**src/rtl/alt_seq_pkg.sv**
```systemverilog
// alt_seq_pkg: shared types and helpers for the alternating-pattern stimulus transmitter.
package alt_seq_pkg;
  typedef enum logic [1:0] {ALT, RUN, DOUBLE, RSVD} alt_mode_e;
  typedef enum logic [1:0] {IDLE, SEND, DONE} tx_state_e;
  localparam int DEFAULT_MAX_LEN = 16;
  // Bit k of a burst depends only on the low two counter bits; RSVD behaves as RUN.
  function automatic logic bit_at(alt_mode_e m, logic first, logic [1:0] k);
    return m == ALT ? first ^ k[0] : m == DOUBLE ? first ^ k[1] : first;
  endfunction
endpackage

```
**src/rtl/alt_seq_tx_if.sv**
```systemverilog
// alt_seq_tx_if: command handshake plus serial bit stream of the transmitter.
interface alt_seq_tx_if #(
  parameter int MAX_LEN = alt_seq_pkg::DEFAULT_MAX_LEN,
  parameter int LEN_W   = $clog2(MAX_LEN + 1)
);
  logic             cmd_valid_i;
  logic             cmd_ready_o;
  logic [LEN_W-1:0] cmd_len_i;
  logic             cmd_first_i;
  logic [1:0]       cmd_mode_i;
  logic             x_o;
  logic             x_valid_o;
  logic             tx_ready_i;
  logic             expect_o;
  logic             done_o;
  modport slave (
    input  cmd_valid_i, cmd_len_i, cmd_first_i, cmd_mode_i, tx_ready_i,
    output cmd_ready_o, x_o, x_valid_o, expect_o, done_o
  );
  modport master (
    output cmd_valid_i, cmd_len_i, cmd_first_i, cmd_mode_i, tx_ready_i,
    input  cmd_ready_o, x_o, x_valid_o, expect_o, done_o
  );
endinterface

```
**src/rtl/alt_seq_history.sv**
```systemverilog
// alt_seq_history: last two accepted bits and the predicted detector output for the current bit.
module alt_seq_history (
  input  logic clk,
  input  logic reset,
  input  logic x,
  input  logic x_valid,
  input  logic accept,
  output logic expect_o
);
  logic h1_q, h2_q;
  always_ff @(posedge clk or posedge reset)
    if (reset) begin
      h1_q <= 1'b0;
      h2_q <= 1'b0;
    end else if (accept) begin
      h2_q <= h1_q;
      h1_q <= x;
    end
  assign expect_o = x_valid && (x != h1_q) && (h1_q != h2_q);
endmodule

```
**src/rtl/alt_seq_tx.sv**
```systemverilog
// alt_seq_tx: serialises burst commands into alternating/run/double-toggle bit patterns
// with the detector output each bit should produce.
module alt_seq_tx
  import alt_seq_pkg::*;
#(
  parameter int MAX_LEN = DEFAULT_MAX_LEN,
  parameter int LEN_W   = $clog2(MAX_LEN + 1)
) (
  input logic         clk,
  input logic         reset,
  alt_seq_tx_if.slave bus
);
  tx_state_e        state_q, state_d;
  logic [LEN_W-1:0] k_q, k_d, len_q, len_d, len_c;
  alt_mode_e        mode_q, mode_d;
  logic             first_q, first_d, x_q, x_d, accept, last;
  assign len_c  = bus.cmd_len_i > LEN_W'(MAX_LEN) ? LEN_W'(MAX_LEN) : bus.cmd_len_i;
  assign accept = state_q == SEND && bus.tx_ready_i;
  assign last   = k_q + 1'b1 == len_q;
  // k holds on the last bit so it never reaches len.
  always_comb begin
    state_d = state_q;
    k_d     = k_q;
    len_d   = len_q;
    mode_d  = mode_q;
    first_d = first_q;
    x_d     = x_q;
    if (state_q == IDLE && bus.cmd_valid_i) begin
      len_d   = len_c;
      mode_d  = alt_mode_e'(bus.cmd_mode_i);
      first_d = bus.cmd_first_i;
      k_d     = '0;
      x_d     = bus.cmd_first_i;
      state_d = len_c == '0 ? DONE : SEND;
    end else if (accept) begin
      k_d     = last ? k_q : k_q + 1'b1;
      x_d     = last ? x_q : bit_at(mode_q, first_q, k_d[1:0]);
      state_d = last ? DONE : SEND;
    end else if (state_q == DONE) begin
      state_d = IDLE;
    end
  end
  always_ff @(posedge clk or posedge reset)
    if (reset) begin
      state_q <= IDLE;
      k_q     <= '0;
      len_q   <= '0;
      mode_q  <= ALT;
      first_q <= 1'b0;
      x_q     <= 1'b0;
    end else begin
      state_q <= state_d;
      k_q     <= k_d;
      len_q   <= len_d;
      mode_q  <= mode_d;
      first_q <= first_d;
      x_q     <= x_d;
    end
  assign bus.cmd_ready_o = state_q == IDLE;
  assign bus.x_valid_o   = state_q == SEND;
  assign bus.x_o         = x_q;
  assign bus.done_o      = state_q == DONE;
  alt_seq_history u_hist (
    .clk      (clk),
    .reset    (reset),
    .x        (x_q),
    .x_valid  (bus.x_valid_o),
    .accept   (accept),
    .expect_o (bus.expect_o)
  );
endmodule

```
**src/flat_wrapper.sv**
```systemverilog
// flat-port wrapper written by rule: the top's interface ports become plain ports
module alt_seq_tx_flat import alt_seq_pkg::*;
#(
  parameter int MAX_LEN = DEFAULT_MAX_LEN,
  parameter int LEN_W   = $clog2(MAX_LEN + 1)
)
  (clk, reset, bus_cmd_valid_i, bus_cmd_len_i, bus_cmd_first_i, bus_cmd_mode_i, bus_tx_ready_i, bus_cmd_ready_o, bus_x_o, bus_x_valid_o, bus_expect_o, bus_done_o);
  alt_seq_tx_if #(.MAX_LEN(MAX_LEN), .LEN_W(LEN_W)) bus_i ();
  input logic clk;
  input logic reset;
  input wire logic [$bits(bus_i.cmd_valid_i)-1:0] bus_cmd_valid_i;
  input wire logic [$bits(bus_i.cmd_len_i)-1:0] bus_cmd_len_i;
  input wire logic [$bits(bus_i.cmd_first_i)-1:0] bus_cmd_first_i;
  input wire logic [$bits(bus_i.cmd_mode_i)-1:0] bus_cmd_mode_i;
  input wire logic [$bits(bus_i.tx_ready_i)-1:0] bus_tx_ready_i;
  output wire logic [$bits(bus_i.cmd_ready_o)-1:0] bus_cmd_ready_o;
  output wire logic [$bits(bus_i.x_o)-1:0] bus_x_o;
  output wire logic [$bits(bus_i.x_valid_o)-1:0] bus_x_valid_o;
  output wire logic [$bits(bus_i.expect_o)-1:0] bus_expect_o;
  output wire logic [$bits(bus_i.done_o)-1:0] bus_done_o;
  assign bus_i.cmd_valid_i = bus_cmd_valid_i;
  assign bus_i.cmd_len_i = bus_cmd_len_i;
  assign bus_i.cmd_first_i = bus_cmd_first_i;
  assign bus_i.cmd_mode_i = bus_cmd_mode_i;
  assign bus_i.tx_ready_i = bus_tx_ready_i;
  assign bus_cmd_ready_o = bus_i.cmd_ready_o;
  assign bus_x_o = bus_i.x_o;
  assign bus_x_valid_o = bus_i.x_valid_o;
  assign bus_expect_o = bus_i.expect_o;
  assign bus_done_o = bus_i.done_o;
  alt_seq_tx #(.MAX_LEN(MAX_LEN), .LEN_W(LEN_W)) u_core (.clk(clk), .reset(reset), .bus(bus_i));
endmodule
```
**config.mk**
```make
export PLATFORM = sky130hd
export DESIGN_NAME = alt_seq_tx_flat
export DESIGN_NICKNAME = d
export VERILOG_FILES = /design/src/rtl/alt_seq_pkg.sv /design/src/rtl/alt_seq_tx_if.sv /design/src/rtl/alt_seq_history.sv /design/src/rtl/alt_seq_tx.sv /design/src/flat_wrapper.sv
export SDC_FILE = /design/constraint.sdc
export NUM_CORES = 1
export LEC_CHECK = 0
export BUFFER_PORTS_ARGS = -buffer_cell sky130_fd_sc_hd__clkbuf_2
export CAP_MARGIN = 20
export CORE_MARGIN = 1.5
export CORE_UTILIZATION = 35
export DETAILED_ROUTE_END_ITERATION = 12
export PLACE_DENSITY = 0.51
export SLEW_MARGIN = 5
export SYNTH_ARGS = -nofsm -noshare
export SYNTH_HDL_FRONTEND = slang
export SYNTH_SLANG_ARGS = --single-unit
```
**constraint.sdc**
```tcl
create_clock -name clk -period 3.5 [get_ports clk]
set_input_delay 0.7 -clock clk [delete_from_list [all_inputs] [get_ports clk]]
set_output_delay 0.7 -clock clk [all_outputs]
set_load 0.05 [all_outputs]
```
==> results of run 1 <==
==> cells in the mapped netlist (all sizes together) <==
master	n
a211o	1
a211oi	2
a21o	3
a32oi	1
and2	2
buf	1
clkbuf	1
dfrtp	18
ha	1
inv	2
mux2	3
mux2i	2
nand2	19
nand2b	5
nand3	4
nand3b	1
nor2	4
nor2b	3
nor3	2
nor4	1
o2111a	1
o211ai	1
o21a	1
o21ai	9
o21ba	2
o31ai	1
or2b	2
or4	1
xnor2	3
xor2	3
==> worst paths after layout <==
path	start	depth (start not counted)	to	slack [ns]
setup / recovery	u_core.state_q[0]$_DFFE_PP0P_	3	bus_expect_o	1.39
hold / removal	reset	2	u_core.len_q[0]$_DFFE_PP0P_	0.48
setup reg to reg	u_core.k_q[0]$_DFFE_PP0P_	6	u_core.k_q[3]$_DFFE_PP0P_	1.41
hold reg to reg	u_core.len_q[1]$_DFFE_PP0P_	2	u_core.len_q[1]$_DFFE_PP0P_	0.51
max in group asynchronous	reset	2	u_core.bus.x_o$_DFFE_PP0P_	2.58
min in group clk	u_core.len_q[1]$_DFFE_PP0P_	2	u_core.len_q[1]$_DFFE_PP0P_	0.51
==> through the flow <==
step / instances / power (mW) / worst slack (ns)
floorplan: 100 / 0.806 / 1.05
global placement: 144 / 0.901 / 1.47
detailed placement: 144 / 0.911 / 1.44
CTS: 147 / 1.01 / 1.37
global route: 147 / 1.09 / 1.28
finish: 147 / 1.00 / 1.39
==> cell usage in the layout, fill, tap and decap left out, types with 3 or more instances in the layout <==
master	n
o21ai_0	9
nor2_1	4
nand3_1	4
mux2_2	3
clkbuf_4	3
clkbuf_2	16
a21o_1	3
xor2_1	3
nand2_1	18
dfrtp_1	18
xnor2_1	3
nand2b_1	5
nor2b_1	3
==> worst reg2reg max path, cell delays in order, from the launching register on <==
cell	delay (ns)
dfrtp_1	0.46
ha_1	0.28
or2b_1	0.20
a32oi_1	0.10
o2111a_1	0.37
o21a_1	0.27
a211o_1	0.30
==> sequential cells by signal, summed over array words and instances, names as in the netlist <==
register,flops
u_core.len_q,5
u_core.bus.x_o,1
u_core.u_hist.h2_q,1
u_core.mode_q,2
u_core.state_q,2
u_core.u_hist.h1_q,1
u_core.first_q,1
u_core.k_q,5
==> final cells by class <==
type / count / share of cell area
multi-input cells: 78 / 0.451
flip-flops and latches: 18 / 0.414
repair buffers: 16 / 0.0736
well taps: 30 / 0.0345
clock buffers: 3 / 0.0207
inverters: 2 / 0.00690
==> metal layers <==
metal	vias to the layer above	wire length (um)
li1	383	-
met1	339	955
met2	6	882
met3	2	36
met4	0	13
met5	-	0
==> power groups by stage <==
stage | Combinational (mW) | Sequential [mW] | Clock (mW)
after CTS | 0.517 | 0.390 | 0.106
after global placement | 0.507 | 0.394 | 0
after detailed placement | 0.516 | 0.395 | 0
after floorplan | 0.414 | 0.392 | 0
final | 0.512 | 0.389 | 0.102
after global routing | 0.567 | 0.408 | 0.115
==> cell families (layout without fill, tap and decap cells) <==
| logic type | after synthesis | in the layout | share of synthesized area |
|---|---|---|---|
| and+or+nand+nor | 44 | 44 | 0.226 |
| buffers and inverters | 4 | 21 | 0.0234 |
| muxes | 5 | 5 | 0.0558 |
| adders and majority gates | 1 | 1 | 0.0130 |
| AOI/OAI and AO/OA | 22 | 22 | 0.160 |
| DFF | 18 | 18 | 0.468 |
| xor gates and xnor gates | 6 | 6 | 0.0546 |
==> results.md, run 1 <==
- DIE AREA: 0.00308 mm2
- Initial Utilization: 0.379
- Int Pwr: 545 uW
- Pre-Repair DR Iteration Count: 4
- CP max FO: 5
- Synth area leaders: dfrtp_1, nand2_1, o21ai_0
- RSZ-0062 raised after global routing: no
- Min cycle time layout: 2.11 ns
- Post-CTS Setup Repair Bufs: 0
- F_max: 0.473 GHz
- Core Area: 0.00254 mm2
- First-pass GRT wire length: 3340 um
- Critical path type: reg -> out
- Vias in the first global route: 749
- Net Sw Power: 458 uW
- Post-synth top area share: 0.468
- CP Cell Sequence: nor2b_1 -> and2_1 -> clkbuf_2
- Syn nets: 113
- Setup violators final: 0
- Post-Syn Area per Cell: 9.63 um2
- Worst-Skew Late Latency: 0.28 ns
- Setup Skew: 0.00185 ns
- Worst Tran Pin Value: 0.689 ns
- Fin util: 0.428
- Slew Limit Fails: 0
- I/O pin count: 17
- Crit path buf inv count: 1
- Post-cts repair resize count: 0
- Clk network pwr share: 0.102
- Final Instance Area: 0.00109 mm2
- Met2 Usage GRT: 0.216
- CTS tree: yes
- Crit-path slowest cell: dfrtp_1
- DR vias: 730
- Clk slew on worst S/H paths: 0.10 ns
- CTS Root Cell: clkbuf_4
- Largest area contributor in the netlist: dfrtp_1
- DRT Wirelength: 1890 um
- Initial antenna violation count: 0
- Crit end category: output pin
- Clock sinks: 18
- Comb power frac: 0.511
- DRC: 0
- Fin. Hold Viols: 0
- Number of core rows: 18
- Post-synthesis register bit count: 18
- M1 GR Usage: 0.188
- Vias per cell: 4.97
- Antenna Nets Post-Route: 0
- NumNets Final: 132
- FILL cells: 277
- Synth Instances: 100
- Total negative slack: 0 ns
- Sw Share: 0.457
- Synth Warn #: 0
- Crit path DAT: 1.41 ns
- Post-synthesis sequential area ratio: 0.468
- Largest net degree at the start of global routing: 19
- Final GP Congestion: 0.720
- Max incr delay on CP: 0.43 ns
- Fin crit share: 0.604
- DP HPWL: 1420 um
- Area occupied by multi-input gates: 490 um2
- Distinct cells, synth: 31
- CP required: 2.80 ns
- Tot GR Track Use: 0.137
- CTS max path bufs: 2
- Worst hold-check path type: in -> async
- Flop pwr share: 0.388
- FF+latch area: 450 um2
- H-tree level count: 1
- Diode count: 0
- Met3 usage: 0.0281
- Post-cts hold buffer count: 0
- Outcome: complete, no violations
- Mapped cell area: 963 um2
- Chip height: 55.5 um
- Max Cap Viol: 0
- DR WL/cell: 12.8 um
- DRT iter0 DRCs: 8
- Port Buffer Count: 16
- Crit-path leading delay family: simple AND/OR/NAND/NOR gates
- TritonCTS buffer count: 3
- Leakage power: 0.533 nW
- Area after DPL: 0.00107 mm2
- Worst Hold Slack: 0.481 ns
- Startpoint class of the critical path: register
- Die width: 55.5 um
- Synthesis-to-finish area growth: 13.0%
- Slew headroom: 0.540
- Layout cell share with drive strength beyond 1: 0.214
- Overflow after GRT: 0
- Worst VDD drop: 0.530 mV
- PwrDens: 921 mW/mm2
- Busiest layer in global routing: met2
(Power assumes the default switching activity.)
==> run 2, diff against run 1 <==
PLACE_DENSITY = 0.53   (was 0.51)
clock period = 1.9 ns   (was 3.5 ns; I/O delays follow)
==> run 2 against run 1 <==
Against the previous run: worst hold slack lost 0.33 ns; combinational power grew 110%; total power grew 100%; sequential power grew 84%; clock skew grew 0.0017 ns; cell count grew 3.4%; global-route usage grew 1.3 points; first-iteration DRC count grew 75%; sequential share of layout area shrank 2.3 points; largest power group unchanged; core utilization grew 2.5 points; routed wire length grew 5.3%.
==> results.md, run 2 (same netlist as run 1, synthesis figures left out) <==
- Crit path buf inv count: 0 (-1)
- F_max: 0.542 GHz
- Worst VDD drop: 0.888 mV (+68%)
- Fin crit share: 0.970
- Crit end category: register
- Diode count: 0 (unchanged)
- Most frequent cells in the layout: nand2_1, dfrtp_1, clkbuf_2
- Pre-Repair DR Iteration Count: 4 (unchanged)
- RR Endpoint: u_core.k_q[3]$_DFFE_PP0P_
- Slew Limit Fails: 0 (unchanged)
- Biggest registers after layout: u_core.k_q: 5 flops, u_core.len_q: 5 flops
- Worst reg2reg startpoint: u_core.k_q[1]$_DFFE_PP0P_
- Tot GR Track Use: 0.150 (+0.0128)
- DP HPWL: 1460 um (+3.1%)
- DR WL/cell: 13.1 um (+1.8%)
- CTS Root Cell: clkbuf_4
- Number of core rows: 18 (unchanged)
- Core Area: 0.00254 mm2 (unchanged)
- DR vias: 772 (+5.8%)
- Die width: 55.5 um (unchanged)
- Reg2Reg Depth: 6 (unchanged)
- CP max FO: 5 (unchanged)
- Chip height: 55.5 um (unchanged)
- Clk slew on worst S/H paths: 0.11 ns (about the same)
- Final GP Congestion: 0.747 (+3.7%)
- Crit path DAT: 2.04 ns (+0.63 ns)
- Critical path depth: 6 (+3)
- Total negative slack: 0 ns (unchanged)
- Worst-Skew Late Latency: 0.30 ns (+0.02 ns)
- DRT Wirelength: 1990 um (+5.3%)
- Vias per cell: 5.08 (+2.3%)
- Max Cap Viol: 0 (unchanged)
- Fin. Hold Viols: 0 (unchanged)
- Port Buffer Count: 16 (unchanged)
- NumNets Final: 136 (+3.0%)
- Worst Setup SP: u_core.k_q[1]$_DFFE_PP0P_
- Crit-path leading delay family: compound AO/OA/AOI/OAI gates
- Worst Setup EP: u_core.k_q[3]$_DFFE_PP0P_
- Setup Skew: 0.00357 ns (+0.00171 ns)
- CTS tree: yes
- Startpoint class of the critical path: register
- CP Cell Sequence: ha_2 -> or2b_1 -> a32oi_2 -> o2111a_2 -> o21a_1 -> a211o_1
- Synthesis-to-finish area growth: 19.6%
- Initial antenna violation count: 0 (unchanged)
- Fin util: 0.453 (+0.0251)
- CP required: 2.10 ns (-0.70 ns)
- DRC: 0 (unchanged)
- Worst hold-check path type: in -> async
- CTS max path bufs: 2 (unchanged)
- Worst reg-to-reg setup slack: 0.06 ns (-1.35 ns)
- Slew headroom: 0.533 (-0.00707)
- Leakage power: 0.557 nW (+4.6%)
- First-pass GRT wire length: 3590 um (+7.6%)
- Min cycle time layout: 1.84 ns
- Antenna Nets Post-Route: 0 (unchanged)
- Clock sinks: 18 (unchanged)
- Overflow after GRT: 0 (unchanged)
- Worst Tran Pin Value: 0.700 ns (+0.0106 ns)
- H-tree level count: 1 (unchanged)
- I/O pin count: 17 (unchanged)
- PwrDens: 1750 mW/mm2 (+89%)
- Layout cell share with drive strength beyond 1: 0.279 (+0.0650)
- Crit-path slowest cell: dfrtp_1
- Largest net degree at the start of global routing: 19 (unchanged)
- Initial Utilization: 0.379 (unchanged)
- Vias in the first global route: 808 (+7.9%)
- TritonCTS buffer count: 3 (unchanged)
- Setup violators final: 0 (unchanged)
- FILL cells: 265 (-4.3%)
- Max incr delay on CP: 0.41 ns (-0.02 ns)
- DRT iter0 DRCs: 14 (+6)
- DIE AREA: 0.00308 mm2 (unchanged)
- Critical path type: reg -> reg
- Outcome: complete, no violations
-- run 2: cell count changes in the layout (fill, tap and decap cells not counted), sizes merged --
cell    delta
o2111a     +1
buf        +3
clkbuf     +1
-- run 2: through the flow --
stage / hold WS [ns] / area [um2] / instances / total power, mW / setup slack [ns]
final: 0.151 / 1150 / 152 / 2.01 / 0.0561
after global routing: 0.243 / 1150 / 152 / 2.18 / -0.0120
after CTS: 0.172 / 1120 / 150 / 1.95 / 0.0179
after detailed placement: 0.495 / 1090 / 146 / 1.70 / -0.0268
after global placement: 0.483 / 1090 / 146 / 1.69 / 0.0445
after floorplan: 0.319 / 968 / 100 / 1.49 / 0.0517
-- run 2: worst min path at each step --
stage / to / depth (start not counted)
floorplan: u_core.bus.x_o$_DFFE_PP0P_ / 1
global placement: u_core.k_q[4]$_DFFE_PP0P_ / 1
detailed placement: u_core.k_q[4]$_DFFE_PP0P_ / 1
CTS: u_core.first_q$_DFFE_PP0P_ / 2
global route: u_core.mode_q[0]$_DFFE_PP0P_ / 2
finish: u_core.mode_q[0]$_DFFE_PP0P_ / 2
-- run 2: area by class of cell --
cell class / instances / area [um2] / share of cell area
multi-input cells: 79 / 518 / 0.450
flip-flops and latches: 18 / 450 / 0.391
repair buffers: 19 / 103 / 0.0890
well taps: 30 / 37.5 / 0.0326
clock buffers: 4 / 36.3 / 0.0315
inverters: 2 / 7.51 / 0.00651
-- run 2: repair_timing --
item | 4_1_cts | 5_1_grt
setup endpoints to repair | 3 | 4
cloned | 0 | 1
setup buffers | 0 | 1
hold buffers | 0 | 0
gates resized for setup | 1 | 2
-- run 2: metal layers --
layer  vias to the layer above  GRT usage  routed length [um]
li1                        395          -                   -
met1                       364      0.194                 937
met2                         9      0.230                 955
met3                         4     0.0328                  46
met4                         0     0.0836                  47
met5                         -          0                   0
-- run 2: worst register-to-register path: stages, from the launching register on --
cell and delay, ns:
dfrtp_1 0.41, ha_2 0.21, or2b_1 0.19, a32oi_2 0.12, o2111a_2 0.30, o21a_1 0.21, a211o_1 0.29
-- run 2: power breakdown --
| part | switching, mW | internal [mW] | leakage (nW) |
|---|---|---|---|
| logic | 0.618 | 0.436 | 0.309 |
| clock network | 0.127 | 0.117 | 0.0210 |
| registers | 0.158 | 0.556 | 0.227 |
